==> config.mk <==
export PLATFORM = sky130hd
export DESIGN_NAME = traffic_light_monitor
export DESIGN_NICKNAME = d
export VERILOG_FILES = /design/src/rtl/traffic_light_monitor.sv
export SDC_FILE = /design/constraint.sdc
export NUM_CORES = 1
export LEC_CHECK = 0
export CAP_MARGIN = 20
export CELL_PAD_IN_SITES_DETAIL_PLACEMENT = 2
export CELL_PAD_IN_SITES_GLOBAL_PLACEMENT = 2
export CORE_MARGIN = 8
export CORE_UTILIZATION = 36
export DETAILED_ROUTE_END_ITERATION = 8
export PLACE_DENSITY_LB_ADDON = 0.1
export RECOVER_POWER = 100
export SLEW_MARGIN = 30
export SYNTH_ARGS = -nofsm -noshare
export SYNTH_HDL_FRONTEND = slang
export SYNTH_SLANG_ARGS = --single-unit
==> constraint.sdc <==
create_clock -name clk -period 3.6 [get_ports clk]
set_input_delay 0.72 -clock clk [delete_from_list [all_inputs] [get_ports clk]]
set_output_delay 0.72 -clock clk [all_outputs]
set_load 0.05 [all_outputs]
==> src/rtl/traffic_light_monitor.sv <==
// Passive watchdog on the traffic_light outputs: checks light encoding, road exclusion,
// per-road sequencing, minimum phase durations and farm-road starvation; sticky error flags.
module traffic_light_monitor #(
    parameter int GREEN_MIN  = 4,
    parameter int YELLOW_MIN = 3,
    parameter int MAX_WAIT   = 20,
    parameter int DUR_W      = 16,
    parameter int CNT_W      = 8
) (
    input  logic             clk,
    input  logic             rst,
    input  logic [2:0]       light_highway,
    input  logic [2:0]       light_farm,
    input  logic             sensor,
    input  logic             err_clr,
    output logic [5:0]       err_flags,
    output logic             err_any,
    output logic             err_pulse,
    output logic [CNT_W-1:0] farm_serv_cnt
);

    localparam logic [2:0] RED    = 3'b100;
    localparam logic [2:0] YELLOW = 3'b010;
    localparam logic [2:0] GREEN  = 3'b001;

    localparam int E_ENC      = 0;
    localparam int E_CONFLICT = 1;
    localparam int E_SEQ      = 2;
    localparam int E_SHORT_G  = 3;
    localparam int E_SHORT_Y  = 4;
    localparam int E_STARVE   = 5;

    localparam logic [DUR_W-1:0] GREEN_MIN_D  = DUR_W'(GREEN_MIN);
    localparam logic [DUR_W-1:0] YELLOW_MIN_D = DUR_W'(YELLOW_MIN);
    localparam logic [DUR_W-1:0] MAX_WAIT_D   = DUR_W'(MAX_WAIT);
    localparam logic [DUR_W-1:0] DUR_ZERO     = {DUR_W{1'b0}};
    localparam logic [DUR_W-1:0] DUR_ONE      = {{(DUR_W-1){1'b0}}, 1'b1};
    localparam logic [DUR_W-1:0] DUR_MAX      = {DUR_W{1'b1}};
    localparam logic [CNT_W-1:0] CNT_ONE      = {{(CNT_W-1){1'b0}}, 1'b1};
    localparam logic [CNT_W-1:0] CNT_MAX      = {CNT_W{1'b1}};

    function automatic logic is_valid_code(input logic [2:0] code);
        case (code)
            RED, YELLOW, GREEN: is_valid_code = 1'b1;
            default:            is_valid_code = 1'b0;
        endcase
    endfunction

    function automatic logic is_legal_step(input logic [2:0] src, input logic [2:0] dst);
        is_legal_step = ((src == GREEN)  && (dst == YELLOW)) ||
                        ((src == YELLOW) && (dst == RED))    ||
                        ((src == RED)    && (dst == GREEN));
    endfunction

    function automatic logic [DUR_W-1:0] dur_inc(input logic [DUR_W-1:0] v);
        dur_inc = (v == DUR_MAX) ? v : v + DUR_ONE;
    endfunction

    // index 0 = highway, index 1 = farm road
    logic [1:0][2:0]       light_s;
    logic [1:0]            valid_s;
    logic [1:0][2:0]       prev_r;
    logic [1:0][2:0]       prev_n_s;
    logic [1:0]            prev_valid_r;
    logic [1:0]            prev_valid_n_s;
    logic [1:0][DUR_W-1:0] dur_r;
    logic [1:0][DUR_W-1:0] dur_n_s;
    logic [DUR_W-1:0]      wait_r;
    logic [DUR_W-1:0]      wait_n_s;
    logic [5:0]            new_err_s;
    logic [5:0]            flags_n_s;
    logic                  serv_s;
    logic [CNT_W-1:0]      cnt_n_s;

    assign light_s = {light_farm, light_highway};

    // Per-road history tracking and all violation detection for the current sample
    always_comb begin
        valid_s        = 2'b00;
        prev_n_s       = prev_r;
        prev_valid_n_s = prev_valid_r;
        dur_n_s        = dur_r;
        new_err_s      = 6'b000000;
        serv_s         = 1'b0;

        for (int r = 0; r < 2; r++) begin
            valid_s[r] = is_valid_code(light_s[r]);
            if (!valid_s[r]) begin
                // An unreadable sample breaks the history; prev state and duration are kept
                new_err_s[E_ENC]  = 1'b1;
                prev_valid_n_s[r] = 1'b0;
            end else begin
                prev_n_s[r]       = light_s[r];
                prev_valid_n_s[r] = 1'b1;
                if (prev_valid_r[r] && (light_s[r] == prev_r[r])) begin
                    dur_n_s[r] = dur_inc(dur_r[r]);
                end else begin
                    dur_n_s[r] = DUR_ONE;
                end
                if (prev_valid_r[r] && (light_s[r] != prev_r[r])) begin
                    new_err_s[E_SEQ]     = new_err_s[E_SEQ] | ~is_legal_step(prev_r[r], light_s[r]);
                    new_err_s[E_SHORT_G] = new_err_s[E_SHORT_G] |
                        ((prev_r[r] == GREEN) && (light_s[r] == YELLOW) && (dur_r[r] < GREEN_MIN_D));
                    new_err_s[E_SHORT_Y] = new_err_s[E_SHORT_Y] |
                        ((prev_r[r] == YELLOW) && (light_s[r] == RED) && (dur_r[r] < YELLOW_MIN_D));
                end else begin
                    new_err_s[E_SEQ] = new_err_s[E_SEQ];
                end
            end
        end

        new_err_s[E_CONFLICT] = valid_s[0] && valid_s[1] &&
                                (light_s[0] != RED) && (light_s[1] != RED);

        serv_s = prev_valid_r[1] && (prev_r[1] == RED) && (light_farm == GREEN);

        // Wait runs while a farm vehicle is unserved; starve fires only on reaching the limit
        if (sensor && (light_farm != GREEN)) begin
            wait_n_s = dur_inc(wait_r);
        end else begin
            wait_n_s = DUR_ZERO;
        end
        new_err_s[E_STARVE] = (wait_n_s == MAX_WAIT_D) && (wait_r != MAX_WAIT_D);

        flags_n_s = (err_clr ? 6'b000000 : err_flags) | new_err_s;
        cnt_n_s   = (serv_s && (farm_serv_cnt != CNT_MAX)) ? farm_serv_cnt + CNT_ONE : farm_serv_cnt;
    end

    // State and registered outputs
    always_ff @(posedge clk) begin
        if (rst) begin
            prev_r        <= {RED, RED};
            prev_valid_r  <= 2'b00;
            dur_r         <= {DUR_ZERO, DUR_ZERO};
            wait_r        <= DUR_ZERO;
            err_flags     <= 6'b000000;
            err_any       <= 1'b0;
            err_pulse     <= 1'b0;
            farm_serv_cnt <= {CNT_W{1'b0}};
        end else begin
            prev_r        <= prev_n_s;
            prev_valid_r  <= prev_valid_n_s;
            dur_r         <= dur_n_s;
            wait_r        <= wait_n_s;
            err_flags     <= flags_n_s;
            err_any       <= |flags_n_s;
            err_pulse     <= |new_err_s;
            farm_serv_cnt <= cnt_n_s;
        end
    end

endmodule
Yosys cells after proc, flatten, opt, wreduce, memory -nomap -nowiden
Index checks and enable logic that the tools add are counted.
Word-level totals
  bits of input ports: 10
  output and inout port bits: 16
  logic and storage cells: 102
  register bits after elaboration: 72
Operators by class
  magnitude comparators: 4
  mux-type cells: 19
  add/subtract/negate cells: 4
  bitwise gates (word level): 6
  eq/ne operators: 27
  reduce and logical (&&, ||, !) cells: 32
Operators by type and width (number)
  16-bit two-way mux: 6
  16-bit by 1-bit adder with 16-bit output (second input constant): 3
  16-bit == test (second input constant): 3
  16-bit by 2-bit less-than comparator with 1-bit output (second input constant): 2
  16-bit by 3-bit less-than comparator with 1-bit output (second input constant): 2
  1-bit logical AND: 22
  16-bit by 5-bit == test with 1-bit output (second input constant): 1
  16-bit by 5-bit != test with 1-bit output (second input constant): 1
  3-bit by 1-bit == test with 1-bit output (second input constant): 4
  3-bit by 2-bit == test with 1-bit output (second input constant): 4
  3-bit == test (second input constant): 4
  6-bit OR reduction: 2
  8-bit by 1-bit adder with 8-bit output (second input constant): 1
  1-bit two-way mux: 8
  8-bit != test (second input constant): 1
  3-bit == test: 2
  3-bit two-way mux: 2
  6-bit two-way mux: 1
  3-bit != test: 2
  3-bit != test (second input constant): 2
  6-bit bitwise OR: 1
  3-bit OR reduction: 2
  1-bit logical OR: 4
  2-bit two-way mux: 2
  5 further kinds: 10

Logic depth before layout (Yosys ltp)
Gate-level depths: netlist of run 1.
  depth after elaboration: 12
  gate-level depth with buffers: 8
  depth with buffers taken out: 8

Worst setup path before layout of run 1
No wires, ideal clock.
  kind: input port to flip-flop
  from: in light_farm[1]
  to: reg farm_serv_cnt[7]
  cell stages on the path: 7
  library setup time: 0.070 ns
  path buffers: 1
  arrival: 2.687 ns
  path slack: 0.842 ns
  data required time: 3.530 ns
  cell sequence: buf_6 or3b_4 or4b_4 nor3_4 nand4_4 or3_1 a21oi_1
Between the ends
  word-level cells in the longest chain between the ends: 3
RTL lines
  from (decl): line 13  | input logic [2:0] light_farm,
  3-bit by 1-bit == test with 1-bit output: line 115  | serv_s = prev_valid_r[1] && (prev_r[1] == RED) && (light_farm == GREEN);
  1-bit logical AND: line 115
  1-bit logical AND: line 126  | cnt_n_s = (serv_s && (farm_serv_cnt != CNT_MAX)) ? farm_serv_cnt + CNT_ONE : farm_serv_cnt;
  to (signal assigned): line 139  | farm_serv_cnt <= {CNT_W{1'b0}};
  to (signal assigned): line 148  | farm_serv_cnt <= cnt_n_s;
  to (decl): line 19  | output logic [CNT_W-1:0] farm_serv_cnt
Every way passes these cells.
A chain may end at the register's enable or synchronous reset.

Worst setup path after layout of run 1
  from: in light_highway[2]
  to: reg dur_r[4] (netlist bit)
Between the ends
  word-level cells in the longest chain between the ends: 4
  elaborated cells between the ends (all ways): 10
  classes of those cells: 5 x eq/ne; 2 x mux; 3 x reduce/logical
RTL lines
  from (decl): line 12  | input logic [2:0] light_highway,
  3-bit by 2-bit == test with 1-bit output (tied with other cells): line 43  | case (code)
  3-bit OR reduction / 1-bit logical AND (equally long branches): line 43, 95
  1-bit two-way mux / 2-bit != test (equally long branches)
  2-bit AND reduction (no line)
  to (signal assigned): line 134  | dur_r <= {DUR_ZERO, DUR_ZERO};
  to (signal assigned): line 143  | dur_r <= dur_n_s;
  to (decl): line 66  | logic [1:0][DUR_W-1:0] dur_r;
Several ways; a longest one is shown, not always the timed one.

==> impl_metrics.toml, run 1 <==
[synthesis]
ys_warn_count = 0
yosysTopAreaCellShare_pct = 37.7
synth_ff_type = "dfxtp_1"
synth_seq_cells = 72
synth_area_leaders = "dfxtp_1 (38%), xor2_1 (8.0%), nor2_1 (6.8%)"
synth_cell_types = 60
syn_avg_cell_area_um2 = 8.18
seq_area_frac_synth_pct = 37.7
synth_top_cell_by_area = "dfxtp_1"
async_reset_ff_share_pct = 0
synth_area_um2 = 3820
netlist_instances = 467
syn-num-nets = 482
synth_edf_count = 0

[finish]
synthToLayoutAreaGrowth_pct = 14.8
layout-drive-gt1-share_pct = 6.48
nets = 504
utilization_pct = 42.5
final_common_cell = "dfxtp_1"
layout_common_cells = "dfxtp_1 (72), nor2_1 (69), xor2_1 (35)"
diodes = 0

[floorplan]
dieArea_um2 = 14200
die-height_um = 119
rows = 37
die_w_um = 119
start_util_pct = 37.0
io_pins = 26
core_area_um2 = 10300

[clock_tree]
cts_made_buffers = 9
clk_latency_ns = 0.37
cts.clk_slew.worst_paths_ns = 0.08
h-tree-depth = 3
cts_sinks = 72
postCtsResizedCells = 0
post-cts-setup-buffers = 0
clock_path_buffers = 2
cts_tree = "done"
cts-root-buf = "clkbuf_8"
cts_hold_buffers = 0

[worst_setup_path]
worst_setup_path_start_kind = "primary input"
cpPeakStageDelay_ns = 0.81
worstPathArrival_ns = 3.31
crit_slowest_cell = "dlygate4sd3_1"
end_kind = "flop"
path_cells = "dlygate4sd3_1 > xor2_1 > o21ai_0 > a41oi_1 > buf_4 > nand3_1 > xor2_1 > nor2_1"
required_ns = 3.84
crit_top_cell = "xor2_1"
path_class = "in2reg"
cp_max_fo = 13

[sta]
fmax_ghz = 0.326
tightest_slew_ns = 0.871
setup_viol = 0
hold_viol = 0
fin_skew_ns = 0.00846
fin_crit_ns = 3.07
slew_headroom_pct = 41.3
fin_setup_tns_ns = 0
fin_crit_sh_pct = 85.3
final_max_slew_viol_count = 0
rsz0062_at_grt = "false"

[grt]
grt_max_degree = 17
grt_pass1_vias = 3817
antenna_found_initial = 0
track_usage_pct = 16.7
grt_pass1_wl_um = 19500
grt_overflow_total = 0

[detailed_routing]
viasPerCell = 5.58
vias = 3518
first_pass_iters = 4
ant_nets = 0
drtIter0Drc = 170
drc = 0
wl_per_cell_um = 18.1
drt-total-wl_um = 11400

[worst_hold_path]
hp-class = "reg2reg"

[power]
p_total_mw = 1.66
p_leak_nw = 1.57
pwr_density_cell_nw_per_um2 = 379
peakVddDrop_mv = 0.234

[place]
dp_hpwl_um = 8340
gp_congestion = 0.751
port_buffers = 25

[run]
maxCapViolations = 0

[outcome]
outcome = "completed"
-- power by group --
part / leakage (nW) / internal, mW / switching (mW)
registers: 0.583 / 0.809 / 0.0153
clock network: 0.107 / 0.343 / 0.338
logic: 0.876 / 0.0565 / 0.0987
-- logic make-up (layout without fill, tap and decap cells) --
family / after synthesis / in the layout / synth area share [%]
compound gates: 71 / 71 / 11.7
xor+xnor: 45 / 45 / 10.3
fa+ha+maj: 6 / 6 / 1.90
buf+inv: 33 / 60 / 3.50
flops: 72 / 72 / 37.7
mux: 6 / 6 / 1.64
simple gates: 234 / 234 / 33.2
-- worst max-delay path: cells and delay by family --
family | cells | cell delay (ns)
AND/OR/NAND/NOR | 2 | 0.17
buffers and inverters | 2 | 1.09
AO/OA/AOI/OAI | 2 | 0.97
XOR/XNOR | 2 | 0.36
-- flip-flops by register name (all words and copies together), names as in the netlist --
| name | count |
|---|---|
| dur_r | 32 |
| wait_r | 16 |
| farm_serv_cnt | 8 |
| err_flags | 6 |
| prev_r | 6 |
| prev_valid_r | 2 |
| err_any | 1 |
| err_pulse | 1 |
-- cell usage after synthesis, types with 2 or more instances --
cell type	number
a211oi_1	6
mux2_2	2
and3_1	15
nor4_1	23
a31oi_1	2
xor2_1	35
and4_1	2
a31o_2	3
nand2b_1	7
nand4_1	28
a21o_1	4
xnor2_1	10
nor2b_1	5
nor2_1	69
mux2i_1	4
clkbuf_1	18
nand2_1	27
and2_1	3
or3_1	5
nor3_1	12
nand3b_1	4
a21oi_1	25
buf_1	2
ha_1	5
inv_1	10
nand3_1	18
nor4b_1	2
buf_2	2
dfxtp_1	72
o21ai_0	16
or4bb_1	2
-- worst paths after layout --
| kind | endpoint | from | slack [ns] | depth (start not counted) |
|---|---|---|---|---|
| setup reg to reg | err_pulse | wait_r[1] | 0.88 | 7 |
| hold / removal | err_flags[5] | err_flags[5] | 0.51 | 2 |
| hold reg to reg | err_flags[5] | err_flags[5] | 0.51 | 2 |
| setup / recovery | dur_r[4] | light_highway[2] | 0.53 | 8 |
-- area by class of cell --
type                       instances  area, µm²
tap                              136        170
inverter                          10       37.5
multi-input combinational        362       2230
clock buffer                      10        138
fill                            1180       5940
timing repair buffer              34        307
clock inverter                     6       66.3
sequential                        72       1440
-- per-stage QoR --
stage | setup slack, ns | cell area [µm²] | hold slack, ns | std cells
floorplan | 0.842 | 3820 | 0.459 | 467
global placement | 0.437 | 4210 | 0.468 | 614
detailed placement | 0.374 | 4220 | 0.499 | 614
CTS | 0.761 | 4420 | 0.515 | 630
global route | 0.325 | 4390 | 0.543 | 630
finish | 0.528 | 4390 | 0.508 | 630
-- layer usage --
metal  vias to the layer above  global-route usage [%]  part of all wire, %
met4                         0                    4.35                  1.0
met5                         -                       0                    0
met1                      1750                    19.3                   46
li1                       1729                       -                    -
met2                        32                    29.5                   51
met3                         7                    5.01                  2.8
Note: power is estimated with default switching activity, not from simulation.
==> inputs of run 2 (changes only) <==
--- a/config.mk
+++ b/config.mk
@@ -12,4 +12,5 @@
 export CORE_UTILIZATION = 36
+export CTS_CLUSTER_SIZE = 30
 export DETAILED_ROUTE_END_ITERATION = 8
-export PLACE_DENSITY_LB_ADDON = 0.1
+export PLACE_DENSITY_LB_ADDON = 0.25
 export RECOVER_POWER = 100
--- a/constraint.sdc
+++ b/constraint.sdc
@@ -3,2 +3,2 @@
 set_output_delay 0.72 -clock clk [all_outputs]
-set_load 0.05 [all_outputs]
+set_load 0.02 [all_outputs]
==> impl_metrics.toml, run 2 (synthesis results as in run 1) <==
[clock_tree]
cts_hold_buffers = 0
clock_path_buffers = 2
cts_sinks = 72
cts.clk_slew.worst_paths_ns = 0.08
clk_latency_ns = 0.35
cts_tree = "done"
cts_made_buffers = 9
post-cts-setup-buffers = 0
h-tree-depth = 3
cts-root-buf = "clkbuf_8"
postCtsResizedCells = 0

[detailed_routing]
wl_per_cell_um = 18.3
drtIter0Drc = 191
vias = 3502
first_pass_iters = 4
ant_nets = 0
viasPerCell = 5.58
drt-total-wl_um = 11500
drc = 0

[floorplan]
core_area_um2 = 10300
dieArea_um2 = 14200
io_pins = 26
start_util_pct = 37.0
rows = 37
die_w_um = 119
die-height_um = 119

[grt]
grt_pass1_vias = 3846
track_usage_pct = 16.7
grt_pass1_wl_um = 19500
grt_max_degree = 19
antenna_found_initial = 0
grt_overflow_total = 0

[worst_setup_path]
end_kind = "flop"
crit_slowest_cell = "or4b_1"
cpPeakStageDelay_ns = 0.59
rr_endpoint = "err_pulse"
reg2reg_from = "wait_r[1]"
ff2ff_path_depth = 7
path_cells = "dlygate4sd3_1 > or3b_1 > or4b_1 > nor3_4 > nand4_1 > or3_1 > a21oi_1"
path_class = "in2reg"
required_ns = 3.88
cp_max_fo = 6
worstPathArrival_ns = 3.42
ff2ff_setup_slack_ns = 0.99
crit_start = "light_farm[0]"
worst_setup_path_start_kind = "primary input"

[worst_hold_path]
hold_depth = 2
hold_path_startpoint = "dur_r[1]"
hp-class = "reg2reg"
holdPathEnd = "dur_r[1]"

[finish]
multi_input_comb_area_um2 = 2230
layout-drive-gt1-share_pct = 6.10
top_regs = "dur_r (32), wait_r (16), farm_serv_cnt (8)"
largest_reg_flops = 32
diodes = 0
final_common_cell = "dfxtp_1"
regArea_um2 = 1440
synthToLayoutAreaGrowth_pct = 14.2
nets = 503
largest-register = "dur_r"
final_cells = 628
layout_common_cells = "dfxtp_1 (72), nor2_1 (69), xor2_1 (35)"
nFillCells = 1186

[sta]
rsz0062_at_grt = "false"
slew_headroom_pct = 40.7
final_max_slew_viol_count = 0
holdWs_ns = 0.511
fin_setup_tns_ns = 0
tightest_slew_ns = 0.880
setup_viol = 0
fin_crit_ns = 3.14
fmax_ghz = 0.319
fin_skew_ns = 0.00813
layout_setup_ws_ns = 0.464
fin_crit_sh_pct = 87.1
hold_viol = 0

[run]
maxCapViolations = 0

[outcome]
outcome = "completed"

[power]
p_leak_nw = 1.55
pwr_density_cell_nw_per_um2 = 372
peakVddDrop_mv = 0.275
p_total_mw = 1.62

[place]
gp_congestion = 0.777
port_buffers = 25
dp_slack_ns = 0.327
placedCellCount = 613
dp_hpwl_um = 8260
-- run 2: worst max-delay path: cells and delay by family --
kind            cells  cell delay [ns]
buf+inv             1             0.54
compound gates      1             0.15
simple gates        5             2.01
-- run 2: per-stage QoR --
stage	utilization, %	cell area, µm²
5_1_grt	42.3	4360
4_1_cts	42.6	4400
3_3_place_gp	40.7	4200
3_5_place_dp	40.8	4210
6_report	42.3	4360
2_1_floorplan	-	3820
-- run 2: layer usage --
| metal | wire, µm | global-route usage, % | up-vias |
|---|---|---|---|
| li1 | - | - | 1717 |
| met5 | 0 | 0 | - |
| met1 | 5250 | 19.7 | 1739 |
| met3 | 276 | 4.02 | 12 |
| met4 | 169 | 5.85 | 0 |
| met2 | 5790 | 29.0 | 34 |
-- run 2: how the worst max path moves through the flow --
| stage | endpoint | slack, ns | depth (start not counted) |
|---|---|---|---|
| after floorplan | farm_serv_cnt[5] | 0.86 | 7 |
| after global placement | farm_serv_cnt[7] | 0.43 | 7 |
| after detailed placement | farm_serv_cnt[5] | 0.33 | 7 |
| after CTS | farm_serv_cnt[5] | 0.71 | 7 |
| after global routing | dur_r[8] | 0.25 | 8 |
| final | farm_serv_cnt[5] | 0.46 | 7 |
-- run 2: final cells by class --
class                      instances  share of cell area, %
clock buffer                      10                   3.15
multi-input combinational        362                   51.0
clock inverter                     5                   1.32
tap                              136                   3.90
sequential                        72                   33.0
inverter                          10                  0.860
timing repair buffer              33                   6.71
-- run 2: power by group --
| part | total, mW | internal, mW | switching [mW] |
|---|---|---|---|
| clock | 0.652 | 0.335 | 0.317 |
| sequential | 0.825 | 0.810 | 0.0157 |
| combinational | 0.144 | 0.0549 | 0.0889 |
